==> config.mk <==
export PLATFORM = sky130hd
export DESIGN_NAME = trapezoid_event_sequencer_flat
export DESIGN_NICKNAME = d
export VERILOG_FILES = /design/src/rtl/trapezoid_event_sequencer_if.sv /design/src/rtl/trapezoid_event_sequencer.sv /design/src/flat_wrapper.sv
export SDC_FILE = /design/constraint.sdc
export NUM_CORES = 1
export LEC_CHECK = 0
export ABC_CLOCK_PERIOD_IN_PS = 2200
export CORE_MARGIN = 2
export CORE_UTILIZATION = 45
export DETAILED_ROUTE_END_ITERATION = 8
export PLACE_DENSITY = 0.68
export SLEW_MARGIN = 10
export SYNTH_ARGS = -nofsm -noshare
export SYNTH_HDL_FRONTEND = slang
export SYNTH_SLANG_ARGS = --single-unit
==> constraint.sdc <==
create_clock -name clk -period 2.2 [get_ports clk]
set_clock_uncertainty 0.1 [all_clocks]
set_input_delay 0.33 -clock clk [delete_from_list [all_inputs] [get_ports clk]]
set_output_delay 0.33 -clock clk [all_outputs]
set_load 0.01 [all_outputs]
==> src/rtl/trapezoid_event_sequencer_if.sv <==
// Event readout bus between the trapezoid event sequencer and the readout logic.
// Uses the valid/ready handshake. The event fields are held stable while valid is high and ready is low.
interface trapezoid_event_sequencer_if #(
  parameter int DATA_W = 14,
  parameter int TS_W   = 32
);
  logic              evt_valid;
  logic              evt_ready;
  logic [DATA_W-1:0] evt_energy;
  logic [TS_W-1:0]   evt_time;
  logic              evt_pileup;

  modport master (
    output evt_valid,
    output evt_energy,
    output evt_time,
    output evt_pileup,
    input  evt_ready
  );

  modport slave (
    input  evt_valid,
    input  evt_energy,
    input  evt_time,
    input  evt_pileup,
    output evt_ready
  );
endinterface

==> src/rtl/trapezoid_event_sequencer.sv <==
// Trapezoid filter sequencer. It controls the filter reset, triggers on threshold crossings,
// samples the flat-top amplitude, enforces dead time, and holds one event for readout.
module trapezoid_event_sequencer #(
  parameter int DATA_W = 14,
  parameter int TS_W   = 32,
  parameter int T_PEAK = 50,
  parameter int T_HOLD = 300,
  parameter int SETTLE = 64,
  parameter int CNT_W  = 16
) (
  input  logic                          clk,
  input  logic                          rst,
  input  logic                          enable,
  input  logic [DATA_W-1:0]             threshold,
  input  logic [DATA_W-1:0]             filt_data,
  output logic                          filt_rst,
  trapezoid_event_sequencer_if.master   evt,
  output logic                          busy,
  output logic [CNT_W-1:0]              dropped
);

  localparam int CMAX_A = (T_PEAK > T_HOLD) ? T_PEAK : T_HOLD;
  localparam int CMAX   = (CMAX_A > SETTLE) ? CMAX_A : SETTLE;
  localparam int CW     = $clog2(CMAX + 1);

  typedef enum logic [2:0] {
    S_IDLE   = 3'd0,
    S_SETTLE = 3'd1,
    S_ARMED  = 3'd2,
    S_PEAK   = 3'd3,
    S_HOLD   = 3'd4
  } state_t;

  state_t            state_r;
  logic [CW-1:0]     cnt_r;
  logic [TS_W-1:0]   ts_r;
  logic              above_q_r;
  logic [TS_W-1:0]   pend_time_r;
  logic [DATA_W-1:0] pend_energy_r;
  logic              pend_pileup_r;
  logic              filt_rst_r;
  logic              busy_r;
  logic [CNT_W-1:0]  dropped_r;
  logic              evt_valid_r;
  logic [DATA_W-1:0] evt_energy_r;
  logic [TS_W-1:0]   evt_time_r;
  logic              evt_pileup_r;

  logic above_s;
  logic cross_s;
  logic last_settle_s;
  logic last_peak_s;
  logic last_hold_s;
  logic handshake_s;
  logic commit_s;
  logic commit_load_s;

  // Crossing detection, counter terminal counts and commit decision
  always_comb begin
    above_s       = (filt_data > threshold);
    cross_s       = above_s & ~above_q_r;
    last_settle_s = (cnt_r == CW'(SETTLE - 1));
    last_peak_s   = (cnt_r == CW'(T_PEAK - 1));
    last_hold_s   = (cnt_r == CW'(T_HOLD - 1));
    handshake_s   = evt_valid_r & evt.evt_ready;
    // Dropping enable on the last HOLD cycle discards the pending event silently
    commit_s      = (state_r == S_HOLD) & last_hold_s & enable;
    commit_load_s = commit_s & (~evt_valid_r | evt.evt_ready);
  end

  // Free-running timestamp, wraps naturally
  always_ff @(posedge clk) begin
    if (rst) begin
      ts_r <= {TS_W{1'b0}};
    end else begin
      ts_r <= ts_r + TS_W'(1);
    end
  end

  // Previous-sample comparator; held high while idle and at the end of settling so a
  // signal already above threshold cannot produce a trigger
  always_ff @(posedge clk) begin
    if (rst) begin
      above_q_r <= 1'b1;
    end else if ((state_r == S_IDLE) || ((state_r == S_SETTLE) && last_settle_s)) begin
      above_q_r <= 1'b1;
    end else begin
      above_q_r <= above_s;
    end
  end

  // Acquisition state machine with registered filter reset and busy flag
  always_ff @(posedge clk) begin
    if (rst) begin
      state_r       <= S_IDLE;
      cnt_r         <= {CW{1'b0}};
      filt_rst_r    <= 1'b1;
      busy_r        <= 1'b0;
      pend_time_r   <= {TS_W{1'b0}};
      pend_energy_r <= {DATA_W{1'b0}};
      pend_pileup_r <= 1'b0;
    end else if ((state_r != S_IDLE) && !enable) begin
      state_r    <= S_IDLE;
      cnt_r      <= {CW{1'b0}};
      filt_rst_r <= 1'b1;
      busy_r     <= 1'b0;
    end else begin
      case (state_r)
        S_IDLE: begin
          filt_rst_r <= !enable;
          busy_r     <= 1'b0;
          cnt_r      <= {CW{1'b0}};
          if (enable) begin
            state_r <= S_SETTLE;
          end else begin
            state_r <= S_IDLE;
          end
        end
        S_SETTLE: begin
          if (last_settle_s) begin
            state_r <= S_ARMED;
            cnt_r   <= {CW{1'b0}};
          end else begin
            cnt_r <= cnt_r + CW'(1);
          end
        end
        S_ARMED: begin
          cnt_r <= {CW{1'b0}};
          if (cross_s) begin
            state_r       <= S_PEAK;
            pend_time_r   <= ts_r;
            pend_pileup_r <= 1'b0;
            busy_r        <= 1'b1;
          end else begin
            state_r <= S_ARMED;
          end
        end
        S_PEAK: begin
          if (cross_s) begin
            pend_pileup_r <= 1'b1;
          end else begin
            pend_pileup_r <= pend_pileup_r;
          end
          if (last_peak_s) begin
            state_r       <= S_HOLD;
            pend_energy_r <= filt_data;
            cnt_r         <= {CW{1'b0}};
          end else begin
            cnt_r <= cnt_r + CW'(1);
          end
        end
        S_HOLD: begin
          if (cross_s) begin
            pend_pileup_r <= 1'b1;
          end else begin
            pend_pileup_r <= pend_pileup_r;
          end
          if (last_hold_s) begin
            state_r <= S_ARMED;
            busy_r  <= 1'b0;
            cnt_r   <= {CW{1'b0}};
          end else begin
            cnt_r <= cnt_r + CW'(1);
          end
        end
        default: begin
          state_r    <= S_IDLE;
          cnt_r      <= {CW{1'b0}};
          filt_rst_r <= 1'b1;
          busy_r     <= 1'b0;
        end
      endcase
    end
  end

  // Output event register, handshake and saturating drop counter
  always_ff @(posedge clk) begin
    if (rst) begin
      evt_valid_r  <= 1'b0;
      evt_energy_r <= {DATA_W{1'b0}};
      evt_time_r   <= {TS_W{1'b0}};
      evt_pileup_r <= 1'b0;
      dropped_r    <= {CNT_W{1'b0}};
    end else if (commit_load_s) begin
      evt_valid_r  <= 1'b1;
      evt_energy_r <= pend_energy_r;
      evt_time_r   <= pend_time_r;
      // A crossing on the very last HOLD cycle still counts as pile-up
      evt_pileup_r <= pend_pileup_r | cross_s;
    end else begin
      if (handshake_s) begin
        evt_valid_r <= 1'b0;
      end else begin
        evt_valid_r <= evt_valid_r;
      end
      if (commit_s && (dropped_r != {CNT_W{1'b1}})) begin
        dropped_r <= dropped_r + CNT_W'(1);
      end else begin
        dropped_r <= dropped_r;
      end
    end
  end

  assign filt_rst       = filt_rst_r;
  assign busy           = busy_r;
  assign dropped        = dropped_r;
  assign evt.evt_valid  = evt_valid_r;
  assign evt.evt_energy = evt_energy_r;
  assign evt.evt_time   = evt_time_r;
  assign evt.evt_pileup = evt_pileup_r;

endmodule

==> src/flat_wrapper.sv <==
// flat-port wrapper written by rule: the top's interface ports become plain ports
module trapezoid_event_sequencer_flat 
#(
  parameter int DATA_W = 14,
  parameter int TS_W   = 32,
  parameter int T_PEAK = 50,
  parameter int T_HOLD = 300,
  parameter int SETTLE = 64,
  parameter int CNT_W  = 16
)
  (clk, rst, enable, threshold, filt_data, filt_rst, busy, dropped, evt_evt_valid, evt_evt_energy, evt_evt_time, evt_evt_pileup, evt_evt_ready);
  trapezoid_event_sequencer_if #(.DATA_W(DATA_W), .TS_W(TS_W)) evt_i ();
  input  logic clk;
  input  logic rst;
  input  logic enable;
  input  logic [DATA_W-1:0] threshold;
  input  logic [DATA_W-1:0] filt_data;
  output logic filt_rst;
  output logic busy;
  output logic [CNT_W-1:0] dropped;
  output wire logic [$bits(evt_i.evt_valid)-1:0] evt_evt_valid;
  output wire logic [$bits(evt_i.evt_energy)-1:0] evt_evt_energy;
  output wire logic [$bits(evt_i.evt_time)-1:0] evt_evt_time;
  output wire logic [$bits(evt_i.evt_pileup)-1:0] evt_evt_pileup;
  input wire logic [$bits(evt_i.evt_ready)-1:0] evt_evt_ready;
  assign evt_evt_valid = evt_i.evt_valid;
  assign evt_evt_energy = evt_i.evt_energy;
  assign evt_evt_time = evt_i.evt_time;
  assign evt_evt_pileup = evt_i.evt_pileup;
  assign evt_i.evt_ready = evt_evt_ready;
  trapezoid_event_sequencer #(.DATA_W(DATA_W), .TS_W(TS_W), .T_PEAK(T_PEAK), .T_HOLD(T_HOLD), .SETTLE(SETTLE), .CNT_W(CNT_W)) u_core (.clk(clk), .rst(rst), .enable(enable), .threshold(threshold), .filt_data(filt_data), .filt_rst(filt_rst), .evt(evt_i), .busy(busy), .dropped(dropped));
endmodule
After elaboration in Yosys (flattened, before gate mapping) --
Cells that the tools add are included.
Operators by class: add/sub/neg operators 3, $lt $le $gt $ge 1, equal/unequal tests 13, mux-type cells 18, bitwise logic cells 12, reductions and logical operators 20
Operators with widths (number):
- 32-bit by 1-bit adder with 32-bit output, second input constant | 1
- 9-bit two-way mux | 3
- 9-bit one-hot mux with 3 select lines | 1
- 9-bit by 6-bit equality test with 1-bit output, second input constant | 2
- 16-bit by 1-bit adder with 16-bit output, second input constant | 1
- 16-bit != test, second input constant | 1
- 3-bit one-hot mux with 5 select lines | 1
- 14-bit > comparator | 1
- 3-bit AND reduction | 4
- 2-bit by 1-bit != test with 1-bit output, second input constant | 5
- 9-bit by 1-bit adder with 9-bit output, second input constant | 1
- 9-bit equality test, second input constant | 1
- 3-bit two-way mux | 3
- 2-bit OR reduction | 4
- 1-bit two-way mux | 7
- 3-bit by 2-bit equality test with 1-bit output, second input constant | 2
- 1-bit AND | 5
- 1-bit inverter | 5
- 1-bit one-hot mux with 2 select lines | 2
- 4-bit AND reduction | 1
- 2-bit nonzero test | 2
- 4-bit OR reduction | 1
- 3-bit by 1-bit equality test with 1-bit output, second input constant | 1
- 3-bit equality test, second input constant | 1
- other kinds (8) | 11
Word-level totals: register bits after elaboration 158, input bits 32, output and inout bits 66

Depth between registers and ports, before layout --
Gate-level depths: netlist (run 1).
depth in word-level cells 6, gate-level depth with buffers 11

Worst setup path after synthesis (run 1) --
Ideal clock, no wire load.
path type input port to flip-flop, from input threshold[13], to register u_core.pend_time_r[0], setup time 0.074 ns, data arrival time 2.111 ns, data required time 2.026 ns, slack -0.085 ns, stages 10, path through inv_1 -> ha_1 -> nand4_1 -> or4_1 -> o31a_1 -> buf_6 -> and2_0 -> clkbuf_1 -> clkbuf_1 -> o21ai_0
On the way: longest elaborated chain between the ends 3
Ends and longest elaborated chain:
- from (decl) | line flat_wrapper.sv:16 | input logic [DATA_W-1:0] threshold;
- 14-bit > comparator | line trapezoid_event_sequencer.sv:60 | above_s = (filt_data > threshold);
- 1-bit AND | line trapezoid_event_sequencer.sv:61 | cross_s = above_s & ~above_q_r;
- 3-bit AND reduction (no source line)
- to (signal assigned) | line trapezoid_event_sequencer.sv:99 | pend_time_r <= {TS_W{1'b0}};
- to (signal assigned) | line trapezoid_event_sequencer.sv:131 | pend_time_r <= ts_r;
- to (decl) | line trapezoid_event_sequencer.sv:38 | logic [TS_W-1:0] pend_time_r;
No other way between the ends. A chain may end at the register's enable or synchronous reset.

Worst setup path after layout (run 1) --
from input threshold[0], to register u_core.pend_time_r[31]
Same word-level chain as after synthesis.

==> results of run 1 <==
## final timing paths
kind / to / slack, ns / depth (start not counted)
worst min-delay path: u_core.pend_energy_r[10] / 0.12 / 3
worst max-delay path: u_core.pend_time_r[31] / 0.11 / 9
worst min register to register: u_core.cnt_r[0] / 0.33 / 1
worst max register to register: u_core.dropped[15] / 0.12 / 8
## cell usage in the layout, fill, tap and decap left out, types with 5 or more instances in the layout
cell	synthesis	routed
nand4b_1	31	31
nand4_1	21	21
clkinv_2	0	5
nor4_1	9	7
inv_1	23	13
o21ai_1	1	28
and3_1	8	8
xor2_1	28	28
buf_12	0	8
clkbuf_16	0	20
o21ai_0	39	11
a21oi_1	62	62
and4_1	5	5
or3_1	8	8
ha_1	18	7
nand3_1	18	18
dlymetal6s2s_1	0	27
nand2b_1	38	37
buf_4	0	39
ha_4	0	10
dfxtp_1	158	157
clkdlybuf4s50_1	0	69
mux2i_1	16	16
nor3_1	8	8
xnor2_1	18	18
nor2_1	81	80
bufinv_16	0	5
nand2_1	114	114
inv_2	0	10
## synth_stat cells, drive strengths merged
library cell / instances
a31oi: 3
xor2: 28
or2: 3
clkbuf: 37
xnor2: 18
nor2b: 3
a21oi: 63
or4: 1
a211oi: 2
nand2: 114
nand4: 21
and2: 3
a21boi: 2
nor4: 9
o21bai: 2
o31a: 1
mux2i: 16
a311oi: 2
or3: 8
dfxtp: 158
inv: 23
nand3: 18
nor3: 8
ha: 18
nor2: 81
nor3b: 1
and4bb: 2
and3: 8
nand3b: 1
o21ai: 40
nand2b: 38
and4: 5
o32ai: 2
a21o: 3
buf: 10
nand4b: 31
maj3: 1
## routing by layer
metal  track usage [%]  part of all wire (%)  routed length (um)  vias to the layer above
met1              24.9                    45                7380                     2754
met3              4.55                   3.5                 569                       18
met5                 0                     0                   0                        -
li1                  -                     -                   -                     2917
met4              7.11                   1.4                 234                        0
met2              32.6                    50                8040                      114
## worst min-delay path: cells and delay by family
kind | cells | cell delay, ns
buffers and inverters | 1 | 0.12
multiplexers | 1 | 0.08
AND/OR/NAND/NOR | 1 | 0.07
## per-stage QoR
stage / util (%) / setup TNS [ns]
CTS: 61.0 / -0.0260
detailed placement: 56.5 / -15.81
global route: 63.1 / -0.0117
global placement: 56.5 / -14.21
floorplan: - / -0.132
finish: 63.1 / 0
## cells by family after synthesis
family	after synthesis	synth area share [%]
and+or+nand+nor	355	27.0
DFF	158	47.1
AOI/OAI and AO/OA	120	9.75
buffers and inverters	70	4.20
xor gates and xnor gates	46	6.01
adders and majority gates	19	3.51
muxes	16	2.39
## where the power goes
| group | switching (mW) | internal [mW] | leakage, nW | total, mW |
|---|---|---|---|---|
| logic | 0.164 | 0.173 | 1.85 | 0.336 |
| registers | 0.00754 | 2.87 | 1.27 | 2.88 |
| clock network | 1.11 | 2.06 | 0.316 | 3.18 |
## state kept, by name (all words and copies together) (netlist names)
signal	flops
u_core.cnt_r	9
u_core.pend_pileup_r	1
u_core.dropped	16
u_core.evt.evt_energy	14
u_core.evt.evt_time	32
u_core.evt.evt_valid	1
u_core.ts_r	32
u_core.busy	1
u_core.filt_rst	1
u_core.state_r	3
u_core.above_q_r	1
u_core.pend_time_r	32
u_core.evt.evt_pileup	1
u_core.pend_energy_r	14
## repair_timing
action,CTS,global route
endpoints found under the setup margin,13,51
pin swaps,1,16
gates cloned,0,4
buffers inserted,0,1
hold endpoints to repair,0,0
resized for setup,4,82
## cell type report
type | instances | area, um^2
Inverter | 23 | 86.3
Tap cell | 184 | 230
Clock inverter | 12 | 190
Clock buffer | 20 | 457
Multi-Input combinational cell | 556 | 3450
Timing Repair Buffer | 149 | 1590
Fill cell | 1187 | 5360
Sequential cell | 158 | 3160
==> qor.yml, run 1 <==
status:
  status: "completed"
global_route:
  grt_overflow_total: 0
  grt_max_degree: 64
  grt_pass1_vias: 5627
  grt_pass1_wl_um: 26000
  grt_usage_pct: 19.6
  antenna_found_initial: 0
die:
  dieArea_um2: 15900
  die_height_um: 126
  rows: 44
  core_um2: 14500
  start_util_pct: 46.2
  io_pins: 98
  die_w_um: 126
routing:
  dr.pass1.iters: 5
  drc: 0
  wl_um: 16200
  ant_nets: 0
  vias: 5803
  routed_via_density: 5.27
  post_drt_wl_per_cell_um: 14.7
  drtIter0Drc: 302
timing:
  report.final.slew_viol_count: 0
  hold-worst-slack_ns: 0.118
  max_freq_ghz: 0.479
  min_period_ns: 2.09
  fin_ws_ns: 0.114
  setup_viol: 0
  hold_violations: 0
  period_share_pct: 94.8
  worst_slew_pin_slew_ns: 0.499
  max-slew-margin-rel_pct: 66.4
logic_synthesis:
  synth.yosys.seq_area_share_pct: 47.1
  synth.area.top_cells: "dfxtp_1 47%, nand2_1 6.4%, a21oi_1 4.6%"
  avgSynthCellArea_um2: 8.56
  ys_types: 42
  syn_area_um2: 6710
  ys_ff_latch: 158
  ys_warn_count: 0
  yosysTopAreaCell: "dfxtp_1"
  synth_top_area_share_pct: 47.1
  synth_fp_nets: 834
  syn_inst: 784
worst_setup_path:
  crit_fanout: 5
  path_cells: "clkdlybuf4s50_1 > ha_1 > nor2b_4 > o21bai_1 > a311oi_2 > o31a_1 > and2_4 > buf_12 > mux2i_1"
  cpPeakStageDelay_ns: 0.44
  slowest_stage: "clkdlybuf4s50_1"
  crit_type: "input pin to flop"
  cp-start-kind: "input pin"
  cp.arrival_ns: 2.33
  cpLargestDelayFamily: "compound AO/OA/AOI/OAI gates"
  required_ns: 2.45
  cp.buffers_inverters: 2
  timing.critical_path.from: "threshold[0]"
  cp-end-kind: "flop"
  r2r_start: "u_core.cnt_r[1]"
hold_path:
  hold_class: "input pin to flop"
  min_from: "filt_data[10]"
pwr:
  p_leak_nw: 3.44
  p_per_area_nw_per_um2: 697
  power_mw: 6.39
  vdd_drop_max_v: 0.000504
clock_network:
  ctsHoldBuffers: 0
  cts_max_path_buffers: 2
  root_buffer: "clkbuf_16"
  clock-sinks: 158
  path_clk_slew_ns: 0.06
  clk-insertion-delay-late_ns: 0.42
  cts_tree: "built"
  cts_max_level: 4
  cts_inserted_buffers: 17
placed_design:
  dpl_cell_area_um2: 8210
  post-place-ws_ns: -0.500
  gp_congestion: 0.830
  post-dp-hpwl_um: 10600
  io_buffers: 97
  placed_cells: 1065
cells_and_area:
  drive_gt1_share_pct: 13.5
  nets: 955
  fin_area_um2: 9170
  fin_cells: 1102
  diodes: 0
  syn2layout_area_growth_pct: 36.7
run:
  cap_violations: 0
(Power assumes the default switching activity.)
==> inputs of run 2 (changes only) <==
--- a/config.mk
+++ b/config.mk
@@ -7,10 +7,11 @@
 export LEC_CHECK = 0
 export ABC_CLOCK_PERIOD_IN_PS = 2200
 export CORE_MARGIN = 2
-export CORE_UTILIZATION = 45
+export CORE_UTILIZATION = 49
 export DETAILED_ROUTE_END_ITERATION = 8
-export PLACE_DENSITY = 0.68
-export SLEW_MARGIN = 10
+export GPL_TIMING_DRIVEN = 0
+export PLACE_DENSITY = 0.73
+export SLEW_MARGIN = 20
 export SYNTH_ARGS = -nofsm -noshare
 export SYNTH_HDL_FRONTEND = slang
 export SYNTH_SLANG_ARGS = --single-unit
==> qor.yml, run 2 (synthesis results as in run 1) <==
cells_and_area:
  final_cell_mix: "153 x dfxtp_1, 114 x nand2_1, 81 x nor2_1"
  drive_gt1_share_pct: 12.8  # -0.75 points
  fin_util_pct: 67.1  # +4.0 points
  layout_commonest_cell: "dfxtp_1"
  diodes: 0  # unchanged
  syn2layout_area_growth_pct: 32.9
  nets: 962  # +0.73%
  n_fill_cell: 1065  # -10%
global_route:
  grt_usage_pct: 23.5  # +3.9 points
  grt_pass1_wl_um: 27300  # +5.0%
  grt_pass1_vias: 5642  # +0.27%
  antenna_found_initial: 0  # unchanged
  grt_overflow_total: 0  # unchanged
  grt_max_degree: 17  # -73%
worst_setup_path:
  rr_endpoint: "u_core.ts_r[31]"
  cp-start-kind: "flop"
  required_ns: 2.45  # about the same
  crit_fanout: 6  # +1
  r2r_start: "u_core.ts_r[11]"
  reg2reg_slack_ns: 0.02  # -0.10 ns
  rr_worst_depth: 6  # -2
  crit_type: "flop to flop"
  endpoint: "u_core.ts_r[31]"
  cp-end-kind: "flop"
  timing.critical_path.from: "u_core.ts_r[11]"
  cp.arrival_ns: 2.43  # +0.10 ns
clock_network:
  cts_max_path_buffers: 2  # unchanged
  clock-sinks: 158  # unchanged
  path_clk_slew_ns: 0.06  # about the same
  cts_max_level: 4  # unchanged
  cts_tree: "built"
  cts_inserted_buffers: 17  # unchanged
  clk-insertion-delay-late_ns: 0.43  # about the same
  root_buffer: "clkbuf_16"
hold_path:
  hold_class: "input pin to flop"
pwr:
  vdd_drop_max_v: 0.000478  # -5.2%
  power_mw: 6.14  # -3.9%
  p_leak_nw: 3.12  # -9.3%
  p_per_area_nw_per_um2: 689  # -1.1%
die:
  start_util_pct: 50.5  # +4.3 points
  rows: 42  # -4.5%
  core_um2: 13300  # -8.5%
  dieArea_um2: 14600  # -7.9%
  io_pins: 98  # unchanged
  die_height_um: 121  # -4.0%
  die_w_um: 121  # -4.0%
routing:
  routed_via_density: 5.39  # +2.3%
  dr.pass1.iters: 5  # unchanged
  vias: 5931  # +2.2%
  drc: 0  # unchanged
  wl_um: 16800  # +3.8%
  ant_nets: 0  # unchanged
  drtIter0Drc: 447  # +48%
  post_drt_wl_per_cell_um: 15.3  # +3.9%
status:
  status: "completed"
timing:
  report.final.slew_viol_count: 0  # unchanged
  period_share_pct: 99.0  # +4.2 points
  setup_viol: 0  # unchanged
  max_freq_ghz: 0.459  # -4.2%
  worst_slew_pin_slew_ns: 0.624  # +0.125 ns
  max-slew-margin-rel_pct: 58.4  # -8.0 points
  min_period_ns: 2.18  # +0.0924 ns
  hold_violations: 0  # unchanged
placed_design:
  post-dp-hpwl_um: 11500  # +8.5%
  io_buffers: 96  # -1.0%
  gp_congestion: 0.882  # +6.3%
run:
  cap_violations: 0  # unchanged
## run 2: changes by cell type in the layout (fill, tap and decap cells not counted), sizes merged, moves of 5 or more
cell	change
clkbuf	+34
dlymetal6s2s	-27
buf	-24
dlygate4sd2	+22
clkdlybuf4s15	+5
## run 2: metrics by stage
stage          setup slack, ns  TNS (ns)  hold WS, ns  area [um^2]  cells
2_1_floorplan         -0.00659    -0.132        0.325         6760    784
3_3_place_gp            -0.646    -37.61        0.338         7950   1056
3_5_place_dp            -0.684    -43.82        0.344         7950   1056
4_1_cts                 0.0115         0        0.214         8820   1094
5_1_grt                -0.0282   -0.0759        0.257         8920   1101
6_report                0.0221         0        0.216         8920   1101
## run 2: report_power, final
part           switching [mW]  internal (mW)  leakage, nW
combinational           0.162          0.122         1.56
sequential             0.0115           2.87         1.28
clock                    1.16           1.82        0.283
## run 2: routing by layer
layer / global-route usage, % / wire length (um)
met1: 30.4 / 7800
met2: 38.7 / 8020
met3: 4.98 / 725
met4: 8.28 / 289
met5: 0 / 0
## run 2: worst min path at each step
stage,from,endpoint,slack (ns),depth (start not counted)
after detailed placement,u_core.evt.evt_time[29],u_core.evt.evt_time[29],0.34,2
after CTS,filt_data[6],u_core.pend_energy_r[6],0.21,3
final,filt_data[6],u_core.pend_energy_r[6],0.22,3
after floorplan,u_core.ts_r[0],u_core.ts_r[0],0.33,1
after global routing,filt_data[10],u_core.pend_energy_r[10],0.26,3
after global placement,u_core.pend_energy_r[7],u_core.evt.evt_energy[7],0.34,2
## run 2: cell type report
| type | count | area (um^2) | area share [%] |
|---|---|---|---|
| inverter | 23 | 86.3 | 0.968 |
| clock inverter | 9 | 108 | 1.21 |
| multi-input combinational | 556 | 3480 | 39.1 |
| timing repair buffer | 112 | 1070 | 12.0 |
| tap | 176 | 220 | 2.47 |
| clock buffer | 23 | 498 | 5.59 |
| buffer | 44 | 275 | 3.09 |
| sequential | 158 | 3170 | 35.6 |
## run 2: timing repair
item | 4_1_cts | 5_1_grt
hold buffers | 0 | 0
setup endpoints to repair | 117 | 110
resized for setup | 112 | 31
gates cloned | 2 | 0
pin swaps | 28 | 9
setup buffers | 6 | 8
## run 2: worst max-delay path: stages, from the launching register on
cell and delay, ns:
dfxtp_4 0.38, and4_4 0.23, and4_1 0.21, nand4_1 0.22, or3_1 0.44, or3_1 0.36, a21oi_1 0.16
